--- config.mk ---
export PLATFORM = sky130hd
export DESIGN_NAME = load_store_unit_flat
export DESIGN_NICKNAME = d
export VERILOG_FILES = /design/src/rtl/load_store_unit_if.sv /design/src/rtl/load_store_unit.sv /design/src/flat_wrapper.sv
export SDC_FILE = /design/constraint.sdc
export NUM_CORES = 1
export LEC_CHECK = 0
export CAP_MARGIN = 10
export CELL_PAD_IN_SITES_DETAIL_PLACEMENT = 0
export CELL_PAD_IN_SITES_GLOBAL_PLACEMENT = 1
export CORE_MARGIN = 3
export CORE_UTILIZATION = 37
export DETAILED_ROUTE_END_ITERATION = 7
export PLACE_DENSITY = 0.9
export SLEW_MARGIN = 20
export SYNTH_ARGS = -nofsm -noshare
export SYNTH_HDL_FRONTEND = slang
export SYNTH_SLANG_ARGS = --single-unit
--- constraint.sdc ---
create_clock -name clk -period 4.4 [get_ports clk]
set_clock_uncertainty 0.15 [all_clocks]
set_input_delay 0.44 -clock clk [delete_from_list [all_inputs] [get_ports clk]]
set_output_delay 0.44 -clock clk [all_outputs]
set_load 0.01 [all_outputs]
--- src/rtl/load_store_unit_if.sv ---
`default_nettype none
// ----------------------------------------------------------------------------
// load_store_unit_if : core request/response and memory port bundle
// Revision: 1.0
// ----------------------------------------------------------------------------
interface load_store_unit_if;
  logic        req_valid_i;
  logic        req_ready_o;
  logic        req_write_i;
  logic [1:0]  req_size_i;
  logic        req_unsigned_i;
  logic [31:0] req_addr_i;
  logic [31:0] req_wdata_i;
  logic        resp_valid_o;
  logic        resp_ready_i;
  logic [31:0] resp_rdata_o;
  logic        resp_error_o;
  logic [31:0] mem_address_o;
  logic        mem_write_enable_o;
  logic [31:0] mem_write_data_o;
  logic [31:0] mem_data_i;

  modport slave (
    input  req_valid_i, req_write_i, req_size_i, req_unsigned_i, req_addr_i, req_wdata_i,
    input  resp_ready_i, mem_data_i,
    output req_ready_o, resp_valid_o, resp_rdata_o, resp_error_o,
    output mem_address_o, mem_write_enable_o, mem_write_data_o
  );

  modport master (
    output req_valid_i, req_write_i, req_size_i, req_unsigned_i, req_addr_i, req_wdata_i,
    output resp_ready_i, mem_data_i,
    input  req_ready_o, resp_valid_o, resp_rdata_o, resp_error_o,
    input  mem_address_o, mem_write_enable_o, mem_write_data_o
  );
endinterface
`default_nettype wire

--- src/rtl/load_store_unit.sv ---
`default_nettype none
// ----------------------------------------------------------------------------
// load_store_unit : byte/half/word loads and stores, sub-word stores by RMW
// Revision: 1.0
// ----------------------------------------------------------------------------
module load_store_unit #(
  parameter int MEM_WORDS = 256
) (
  input  logic             clk,
  input  logic             rst_n,
  load_store_unit_if.slave bus
);

  localparam logic [32:0] ADDR_LIMIT = 33'(MEM_WORDS) << 2;

  typedef enum logic [1:0] {
    IDLE = 2'd0,
    EXEC = 2'd1,
    RESP = 2'd2
  } state_t;

  state_t      state;
  logic        ready;
  logic        resp_valid;
  logic        resp_error;
  logic [31:0] resp_rdata;

  logic        cap_write;
  logic [1:0]  cap_size;
  logic        cap_unsigned;
  logic [31:0] cap_addr;
  logic [31:0] cap_wdata;

  logic        req_err;
  logic [7:0]  lane_byte;
  logic [15:0] lane_half;
  logic [31:0] load_val;
  logic [31:0] merged;
  logic        exec;
  logic        write_en;

  // Fault check is made on the live request so errors can skip EXEC.
  always_comb begin
    req_err = (bus.req_size_i == 2'b11)
            | ((bus.req_size_i == 2'b01) & bus.req_addr_i[0])
            | ((bus.req_size_i == 2'b10) & (bus.req_addr_i[1:0] != 2'b00))
            | ({1'b0, bus.req_addr_i} >= ADDR_LIMIT);
  end

  always_comb begin
    lane_byte = bus.mem_data_i[7:0];
    case (cap_addr[1:0])
      2'd0:    lane_byte = bus.mem_data_i[7:0];
      2'd1:    lane_byte = bus.mem_data_i[15:8];
      2'd2:    lane_byte = bus.mem_data_i[23:16];
      default: lane_byte = bus.mem_data_i[31:24];
    endcase
    lane_half = cap_addr[1] ? bus.mem_data_i[31:16] : bus.mem_data_i[15:0];

    load_val = bus.mem_data_i;
    merged   = bus.mem_data_i;
    case (cap_size)
      2'b00: begin
        load_val = cap_unsigned ? {24'd0, lane_byte} : {{24{lane_byte[7]}}, lane_byte};
        case (cap_addr[1:0])
          2'd0:    merged[7:0]   = cap_wdata[7:0];
          2'd1:    merged[15:8]  = cap_wdata[7:0];
          2'd2:    merged[23:16] = cap_wdata[7:0];
          default: merged[31:24] = cap_wdata[7:0];
        endcase
      end
      2'b01: begin
        load_val = cap_unsigned ? {16'd0, lane_half} : {{16{lane_half[15]}}, lane_half};
        if (cap_addr[1]) merged[31:16] = cap_wdata[15:0];
        else             merged[15:0]  = cap_wdata[15:0];
      end
      default: begin
        load_val = bus.mem_data_i;
        merged   = cap_wdata;
      end
    endcase
  end

  // Memory port is decoded from state so reset silences it without waiting for a clock.
  assign exec                   = (state == EXEC);
  assign write_en               = exec & cap_write;
  assign bus.mem_address_o      = exec ? {2'b00, cap_addr[31:2]} : 32'd0;
  assign bus.mem_write_enable_o = write_en;
  assign bus.mem_write_data_o   = write_en ? merged : 32'd0;

  assign bus.req_ready_o  = ready;
  assign bus.resp_valid_o = resp_valid;
  assign bus.resp_error_o = resp_error;
  assign bus.resp_rdata_o = resp_rdata;

  always_ff @(posedge clk or negedge rst_n) begin
    if (!rst_n) begin
      state        <= IDLE;
      ready        <= 1'b0;
      resp_valid   <= 1'b0;
      resp_error   <= 1'b0;
      resp_rdata   <= 32'd0;
      cap_write    <= 1'b0;
      cap_size     <= 2'b00;
      cap_unsigned <= 1'b0;
      cap_addr     <= 32'd0;
      cap_wdata    <= 32'd0;
    end else begin
      case (state)
        IDLE: begin
          ready <= 1'b1;
          if (bus.req_valid_i && ready) begin
            ready        <= 1'b0;
            cap_write    <= bus.req_write_i;
            cap_size     <= bus.req_size_i;
            cap_unsigned <= bus.req_unsigned_i;
            cap_addr     <= bus.req_addr_i;
            cap_wdata    <= bus.req_wdata_i;
            if (req_err) begin
              state      <= RESP;
              resp_valid <= 1'b1;
              resp_error <= 1'b1;
              resp_rdata <= 32'd0;
            end else begin
              state <= EXEC;
            end
          end
        end
        EXEC: begin
          state      <= RESP;
          resp_valid <= 1'b1;
          resp_error <= 1'b0;
          resp_rdata <= cap_write ? 32'd0 : load_val;
        end
        RESP: begin
          // ready rises with the return to IDLE, so no accept in the consume cycle.
          if (bus.resp_ready_i) begin
            state      <= IDLE;
            ready      <= 1'b1;
            resp_valid <= 1'b0;
            resp_error <= 1'b0;
            resp_rdata <= 32'd0;
          end
        end
        default: begin
          state <= IDLE;
          ready <= 1'b0;
        end
      endcase
    end
  end

endmodule
`default_nettype wire

--- src/flat_wrapper.sv ---
// flat-port wrapper written by rule: the top's interface ports become plain ports
module load_store_unit_flat 
#(
  parameter int MEM_WORDS = 256
)
  (clk, rst_n, bus_req_valid_i, bus_req_write_i, bus_req_size_i, bus_req_unsigned_i, bus_req_addr_i, bus_req_wdata_i, bus_resp_ready_i, bus_mem_data_i, bus_req_ready_o, bus_resp_valid_o, bus_resp_rdata_o, bus_resp_error_o, bus_mem_address_o, bus_mem_write_enable_o, bus_mem_write_data_o);
  load_store_unit_if bus_i ();
  input  logic clk;
  input  logic rst_n;
  input wire logic [$bits(bus_i.req_valid_i)-1:0] bus_req_valid_i;
  input wire logic [$bits(bus_i.req_write_i)-1:0] bus_req_write_i;
  input wire logic [$bits(bus_i.req_size_i)-1:0] bus_req_size_i;
  input wire logic [$bits(bus_i.req_unsigned_i)-1:0] bus_req_unsigned_i;
  input wire logic [$bits(bus_i.req_addr_i)-1:0] bus_req_addr_i;
  input wire logic [$bits(bus_i.req_wdata_i)-1:0] bus_req_wdata_i;
  input wire logic [$bits(bus_i.resp_ready_i)-1:0] bus_resp_ready_i;
  input wire logic [$bits(bus_i.mem_data_i)-1:0] bus_mem_data_i;
  output wire logic [$bits(bus_i.req_ready_o)-1:0] bus_req_ready_o;
  output wire logic [$bits(bus_i.resp_valid_o)-1:0] bus_resp_valid_o;
  output wire logic [$bits(bus_i.resp_rdata_o)-1:0] bus_resp_rdata_o;
  output wire logic [$bits(bus_i.resp_error_o)-1:0] bus_resp_error_o;
  output wire logic [$bits(bus_i.mem_address_o)-1:0] bus_mem_address_o;
  output wire logic [$bits(bus_i.mem_write_enable_o)-1:0] bus_mem_write_enable_o;
  output wire logic [$bits(bus_i.mem_write_data_o)-1:0] bus_mem_write_data_o;
  assign bus_i.req_valid_i = bus_req_valid_i;
  assign bus_i.req_write_i = bus_req_write_i;
  assign bus_i.req_size_i = bus_req_size_i;
  assign bus_i.req_unsigned_i = bus_req_unsigned_i;
  assign bus_i.req_addr_i = bus_req_addr_i;
  assign bus_i.req_wdata_i = bus_req_wdata_i;
  assign bus_i.resp_ready_i = bus_resp_ready_i;
  assign bus_i.mem_data_i = bus_mem_data_i;
  assign bus_req_ready_o = bus_i.req_ready_o;
  assign bus_resp_valid_o = bus_i.resp_valid_o;
  assign bus_resp_rdata_o = bus_i.resp_rdata_o;
  assign bus_resp_error_o = bus_i.resp_error_o;
  assign bus_mem_address_o = bus_i.mem_address_o;
  assign bus_mem_write_enable_o = bus_i.mem_write_enable_o;
  assign bus_mem_write_data_o = bus_i.mem_write_data_o;
  load_store_unit #(.MEM_WORDS(MEM_WORDS)) u_core (.clk(clk), .rst_n(rst_n), .bus(bus_i));
endmodule
**Yosys cells after proc, flatten, opt, wreduce, memory -nomap -nowiden**

Index checks and enable logic that the tools add are counted.

- Register bits after elaboration: 105
- Output and inout bits: 100

- Reduce and logical (&&, ||, !) cells: 11
- Equal/unequal tests: 11
- Magnitude comparators: 1
- Multiplexer cells: 31
- Bitwise gates (word level): 7

Operators by type and width:

| operator | number |
|---|---|
| two-way mux 32 bit | 7 |
| one-hot mux 32 bit (2 select lines) | 2 |
| one-hot mux 32 bit (3 select lines) | 1 |
| two-way mux 16 bit | 3 |
| greater-or-equal comparator 32 x 11 -> 1 bit (second input constant) | 1 |
| two-way mux 8 bit | 4 |
| two-way mux 30 bit | 1 |
| one-hot mux 8 bit (3 select lines) | 1 |
| one-hot mux 1 bit (3 select lines) | 3 |
| equality test 2 x 1 -> 1 bit (second input constant) | 4 |
| equality test 2 bit (second input constant) | 4 |
| logical NOT 2 bit | 3 |
| two-way mux 2 bit | 3 |
| one-hot mux 2 bit (3 select lines) | 1 |
| AND reduction 2 bit | 3 |
| two-way mux 1 bit | 5 |
| != test 2 x 1 -> 1 bit (second input constant) | 2 |
| AND reduction 4 bit | 1 |
| AND 1 bit | 3 |
| OR 1 bit | 3 |
| nonzero test 3 bit | 1 |
| OR reduction 3 bit | 1 |
| != test 2 bit (second input constant) | 1 |
| nonzero test 2 bit | 1 |
| 2 further kinds | 2 |

**Longest topological paths before layout**

- Word-level depth: 8
- Gate-level depth with buffers: 9

**Worst setup path before layout**

Ideal clock, no wire load.

- Path kind: register -> output
- From: register u_core.cap_addr[1]
- To: output bus_mem_write_data_o[0]
- Data arrival time: 1496 ps
- Buffers on the path: 3
- Cell stages (with the launch flop): 7
- Slack: 2314 ps
- Required time: 3810 ps
- Cell sequence: dfrtp_1 > buf_6 > buf_2 > buf_2 > o21ai_1 > nand2_1 > a21oi_1

- Word-level cells in the longest chain between the ends: 4
- Elaborated cells between the ends (all ways): 5
- Classes of those cells: 4 x mux; 1 x reduce/logical

RTL lines:

| what | RTL line | text |
|---|---|---|
| start: declaration | load_store_unit.sv:31 | `logic [31:0] cap_addr;` |
| start signal: assignment | load_store_unit.sv:117 | `cap_addr <= bus.req_addr_i;` |
| logical NOT 2 bit | load_store_unit.sv:65 | `case (cap_addr[1:0])` |
| two-way mux 8 bit | load_store_unit.sv:65 |  |
| one-hot mux 32 bit (2 select lines) (*) | load_store_unit.sv:62 | `case (cap_size)` |
| two-way mux 32 bit (*) | load_store_unit.sv:89 | `assign bus.mem_write_data_o = write_en ? merged : 32'd0;` |
| end: declaration | flat_wrapper.sv:24 | `output wire logic [$bits(bus_i.mem_write_data_o)-1:0] bus_mem_write_data_o;` |

Mark *: on every way between the ends. The rest lies on a longest branch, timed or not.

**Worst setup path after layout**

- From: register u_core.cap_addr[0]
- To: output bus_mem_write_data_o[7]

- Word-level cells in the longest chain between the ends: 4

RTL lines:

| what | RTL line |
|---|---|
| logical NOT 2 bit | load_store_unit.sv:65 |
| two-way mux 8 bit | load_store_unit.sv:65 |
| one-hot mux 32 bit (2 select lines) | load_store_unit.sv:62 |
| two-way mux 32 bit | load_store_unit.sv:89 |

No other way between the ends.

==> impl_results.html <==
<table>
<tr><th>Metric</th><th>Value</th></tr>
<tr><th colspan="2">Floorplanning</th></tr>
<tr><td>Die area</td><td>0.0175 sq mm</td></tr>
<tr><td>Die X-Extent</td><td>132 microns</td></tr>
<tr><td>Die outline height</td><td>132 microns</td></tr>
<tr><td>Core ar.</td><td>0.0154 sq mm</td></tr>
<tr><td>Core Rows</td><td>45</td></tr>
<tr><td>Io pins</td><td>204</td></tr>
<tr><td>Initial Util</td><td>38.3%</td></tr>
<tr><th colspan="2">Worst setup path</th></tr>
<tr><td>Data required time of the worst path</td><td>3810 ps</td></tr>
<tr><td>Critical path peak fanout</td><td>22</td></tr>
<tr><td>Critical path class</td><td>register to output port</td></tr>
<tr><td>Critical path arrival</td><td>3310 ps</td></tr>
<tr><td>Category of the worst setup path capture point</td><td>output port</td></tr>
<tr><td>Sort of element at the start of the critical path</td><td>register</td></tr>
<tr><th colspan="2">Power and ir drop</th></tr>
<tr><td>Total power</td><td>4.35 mW</td></tr>
<tr><td>Worst IR Drop VDD</td><td>0.289 mV</td></tr>
<tr><td>Total power divided by cell area</td><td>524 mW/mm^2</td></tr>
<tr><td>Leakage power total</td><td>3.34 nW</td></tr>
<tr><th colspan="2">Clock network</th></tr>
<tr><td>Clk Latency, worst-skew pair</td><td>350 ps</td></tr>
<tr><td>Number of post-CTS setup repair buffers</td><td>0</td></tr>
<tr><td>TritonCTS clock tree</td><td>yes</td></tr>
<tr><td>Clk root buf</td><td>clkbuf_16</td></tr>
<tr><td>Deepest level of the CTS H-tree</td><td>3</td></tr>
<tr><td>Num CTS Buffers</td><td>9</td></tr>
<tr><td>Clock tree sinks</td><td>105</td></tr>
<tr><td>Clock slew at the register clock pins of the worst setup and hold paths</td><td>70 ps</td></tr>
<tr><td>CTS Hold Bufs</td><td>0</td></tr>
<tr><td>CTS Buffer Depth</td><td>2</td></tr>
<tr><td>Resized Gates After CTS</td><td>0</td></tr>
<tr><th colspan="2">Synthesis</th></tr>
<tr><td>Total of warnings raised by yosys</td><td>0</td></tr>
<tr><td>Area of the mapped netlist</td><td>0.00589 sq mm</td></tr>
<tr><td>Post-synth cell types</td><td>49</td></tr>
<tr><td>Count of state elements after synthesis</td><td>105</td></tr>
<tr><td>Cell taking the most area after synthesis</td><td>dfrtp_1</td></tr>
<tr><td>Portion of the post-synthesis area used by sequential elements</td><td>44.6%</td></tr>
<tr><td>Synthesized instance count</td><td>608</td></tr>
<tr><td>Number of enable flip-flop cells after synthesis</td><td>0</td></tr>
<tr><td>Avg Inst Size Synth</td><td>9.69 sq um</td></tr>
<tr><td>Synth top area share</td><td>44.6%</td></tr>
<tr><td>Proportion of synthesized flip-flops having asynchronous set or reset</td><td>100%</td></tr>
<tr><td>Top area cells in the synthesized netlist</td><td>dfrtp_1, mux2_2, nand2_1, a21oi_1, and2_1</td></tr>
<tr><td>Commonest register cell after synthesis</td><td>dfrtp_1</td></tr>
<tr><th colspan="2">Global route</th></tr>
<tr><td>Via count of the first global-routing pass</td><td>5471</td></tr>
<tr><td>Global-route congestion overflow total</td><td>0</td></tr>
<tr><td>Antenna violations before repair</td><td>0</td></tr>
<tr><td>Overall global routing resource usage</td><td>22.5%</td></tr>
<tr><td>Maximum number of pins on one net before global-route repair</td><td>69</td></tr>
<tr><td>First-pass GRT wire length</td><td>31400 microns</td></tr>
<tr><th colspan="2">STA</th></tr>
<tr><td>Highest Clock Rate</td><td>0.256 GHz</td></tr>
<tr><td>Final Setup Violations</td><td>0</td></tr>
<tr><td>Time the worst path needs with I/O delays and setup</td><td>3900 ps</td></tr>
<tr><td>Sum Neg Setup Slack</td><td>0 ps</td></tr>
<tr><td>Max-Slew Margin vs Limit</td><td>35.3%</td></tr>
<tr><td>Tightest Pin Transition</td><td>968 ps</td></tr>
<tr><td>Number of pins exceeding their max-slew limit in the final report</td><td>0</td></tr>
<tr><td>Endpoints failing hold</td><td>0</td></tr>
<tr><td>Unrepaired setup endpoints after global routing</td><td>false</td></tr>
<tr><td>Fin crit share</td><td>88.7%</td></tr>
<tr><th colspan="2">Min path</th></tr>
<tr><td>Hold Crit Class</td><td>input pin to async pin</td></tr>
<tr><th colspan="2">Detailed routing</th></tr>
<tr><td>Initial detailed-routing violation count</td><td>408</td></tr>
<tr><td>Ratio of routed vias to standard cells</td><td>5.49</td></tr>
<tr><td>Max Used Layer</td><td>met4</td></tr>
<tr><td>Vias</td><td>5449</td></tr>
<tr><td>Detailed-route wire length per cell</td><td>20.1 microns</td></tr>
<tr><td>Initial DRT Pass Iterations</td><td>5</td></tr>
<tr><td>Remaining antenna violation count after routing</td><td>0</td></tr>
<tr><td>Metal3 WL</td><td>2270 microns</td></tr>
<tr><td>Length of routed wiring on met1</td><td>8240 microns</td></tr>
<tr><td>Met2 wire len</td><td>8990 microns</td></tr>
<tr><td>Drt drc</td><td>0</td></tr>
<tr><td>DRT Wirelength</td><td>19900 microns</td></tr>
<tr><th colspan="2">Job</th></tr>
<tr><td>Number of max-cap violations</td><td>0</td></tr>
<tr><th colspan="2">Cells and area</th></tr>
<tr><td>Commonest non-fill, non-tap cells in the layout</td><td>clkdlybuf4s50_1, dfrtp_1, nand2_1, mux2_2, a21oi_1</td></tr>
<tr><td>Count of antenna diodes in the layout</td><td>0</td></tr>
<tr><td>Area used by multi-input combinational logic</td><td>0.00299 sq mm</td></tr>
<tr><td>Fill cell instance count of the final layout</td><td>1401</td></tr>
<tr><td>Number of nets at the end of the flow</td><td>884</td></tr>
<tr><td>Sequential cell area</td><td>0.00263 sq mm</td></tr>
<tr><td>Commonest non-fill, non-tap cell in the layout</td><td>clkdlybuf4s50_1</td></tr>
<tr><td>Proportion of layout cells with a drive suffix above 1</td><td>15.4%</td></tr>
<tr><td>Area added between synthesis and finish</td><td>40.7%</td></tr>
<tr><th colspan="2">Outcome</th></tr>
<tr><td>Result of the run</td><td>finished clean</td></tr>
<tr><th colspan="2">Placed design</th></tr>
<tr><td>Port buffer count</td><td>201</td></tr>
<tr><td>HPWL after DPL</td><td>14700 microns</td></tr>
<tr><td>Placer's final routability congestion estimate</td><td>0.870</td></tr>
</table>
==> worst paths after layout <==
check | start | cells past startpoint | slack, ps | to
setup / recovery | u_core.cap_addr[0] | 5 | 500 | bus_mem_write_data_o[7]
hold / removal | rst_n | 1 | 20 | u_core.cap_wdata[25]
setup reg to reg | u_core.state[0] | 8 | 1760 | u_core.bus.resp_rdata_o[20]
hold reg to reg | u_core.bus.resp_rdata_o[22] | 2 | 330 | u_core.bus.resp_rdata_o[22]
max in group asynchronous | rst_n | 2 | 3000 | u_core.cap_addr[3]
min in group clk | u_core.bus.resp_rdata_o[22] | 2 | 330 | u_core.bus.resp_rdata_o[22]
==> layout make-up <==
class | instances | share of cell area [%]
clock inverter | 4 | 0.709
multi-input combinational | 445 | 36.0
sequential | 105 | 31.7
tap | 211 | 3.18
timing repair buffer | 208 | 24.9
clock buffer | 12 | 3.21
inverter | 7 | 0.317
==> per-layer routing <==
layer / track usage (%) / vias to the layer above
met4: 7.33 / 0
met1: 29.3 / 2615
met2: 35.3 / 298
met5: 0 / -
met3: 7.94 / 34
li1: - / 2502
==> per-stage QoR <==
step,setup WS (ps),std cells,hold WS [ps],utilization [%],area (sq um)
after floorplan,2310,609,-5.59,-,5890
after global placement,1060,976,316,51.8,7970
after detailed placement,941,976,321,51.8,7970
after CTS,547,992,70.9,53.9,8290
after global routing,212,992,86.8,53.9,8290
final,495,992,21.6,53.9,8290
==> cells in the mapped netlist, types with 5 or more instances <==
cell	number
o21ai_2	19
o22ai_1	9
dfrtp_1	105
buf_1	6
clkbuf_1	18
inv_1	5
a311oi_1	8
mux2_2	68
a21oi_1	40
nor3_1	8
a31oi_1	8
and2_1	32
nand2_1	98
a221oi_1	16
o221ai_1	7
nor2_1	22
buf_2	17
nand3_1	9
a22o_1	8
o21ai_0	34
o211a_1	8
nor2b_1	12
==> where the power goes <==
| part | switching, mW | internal, mW | total (mW) |
|---|---|---|---|
| Clock | 0.376 | 0.495 | 0.871 |
| Combinational | 1.02 | 0.804 | 1.83 |
| Sequential | 0.343 | 1.30 | 1.65 |
==> cells by family after synthesis <==
family,after synthesis,synth area share [%]
other,1,0.0637
adders and majority gates,4,0.850
and+or+nand+nor,196,15.6
muxes,71,13.7
DFF,105,44.6
buffers and inverters,59,4.99
AOI/OAI and AO/OA,172,20.2
==> registers in the layout, indices dropped and copies added (netlist names) <==
| register | flops |
|---|---|
| u_core.cap_addr | 32 |
| u_core.cap_unsigned | 1 |
| u_core.bus.resp_rdata_o | 32 |
| u_core.cap_wdata | 32 |
| u_core.cap_write | 1 |
| u_core.bus.resp_valid_o | 1 |
| u_core.bus.req_ready_o | 1 |
| u_core.bus.resp_error_o | 1 |
| u_core.cap_size | 2 |
| u_core.state | 2 |
==> worst max-delay path, cell delays in order (launching register included) <==
cell and delay (ps):
dfrtp_1 690, nand2b_1 560, a21oi_2 710, nand2_1 130
a21oi_1 260, clkdlybuf4s50_1 600
Note: power is estimated with default switching activity, not from simulation.
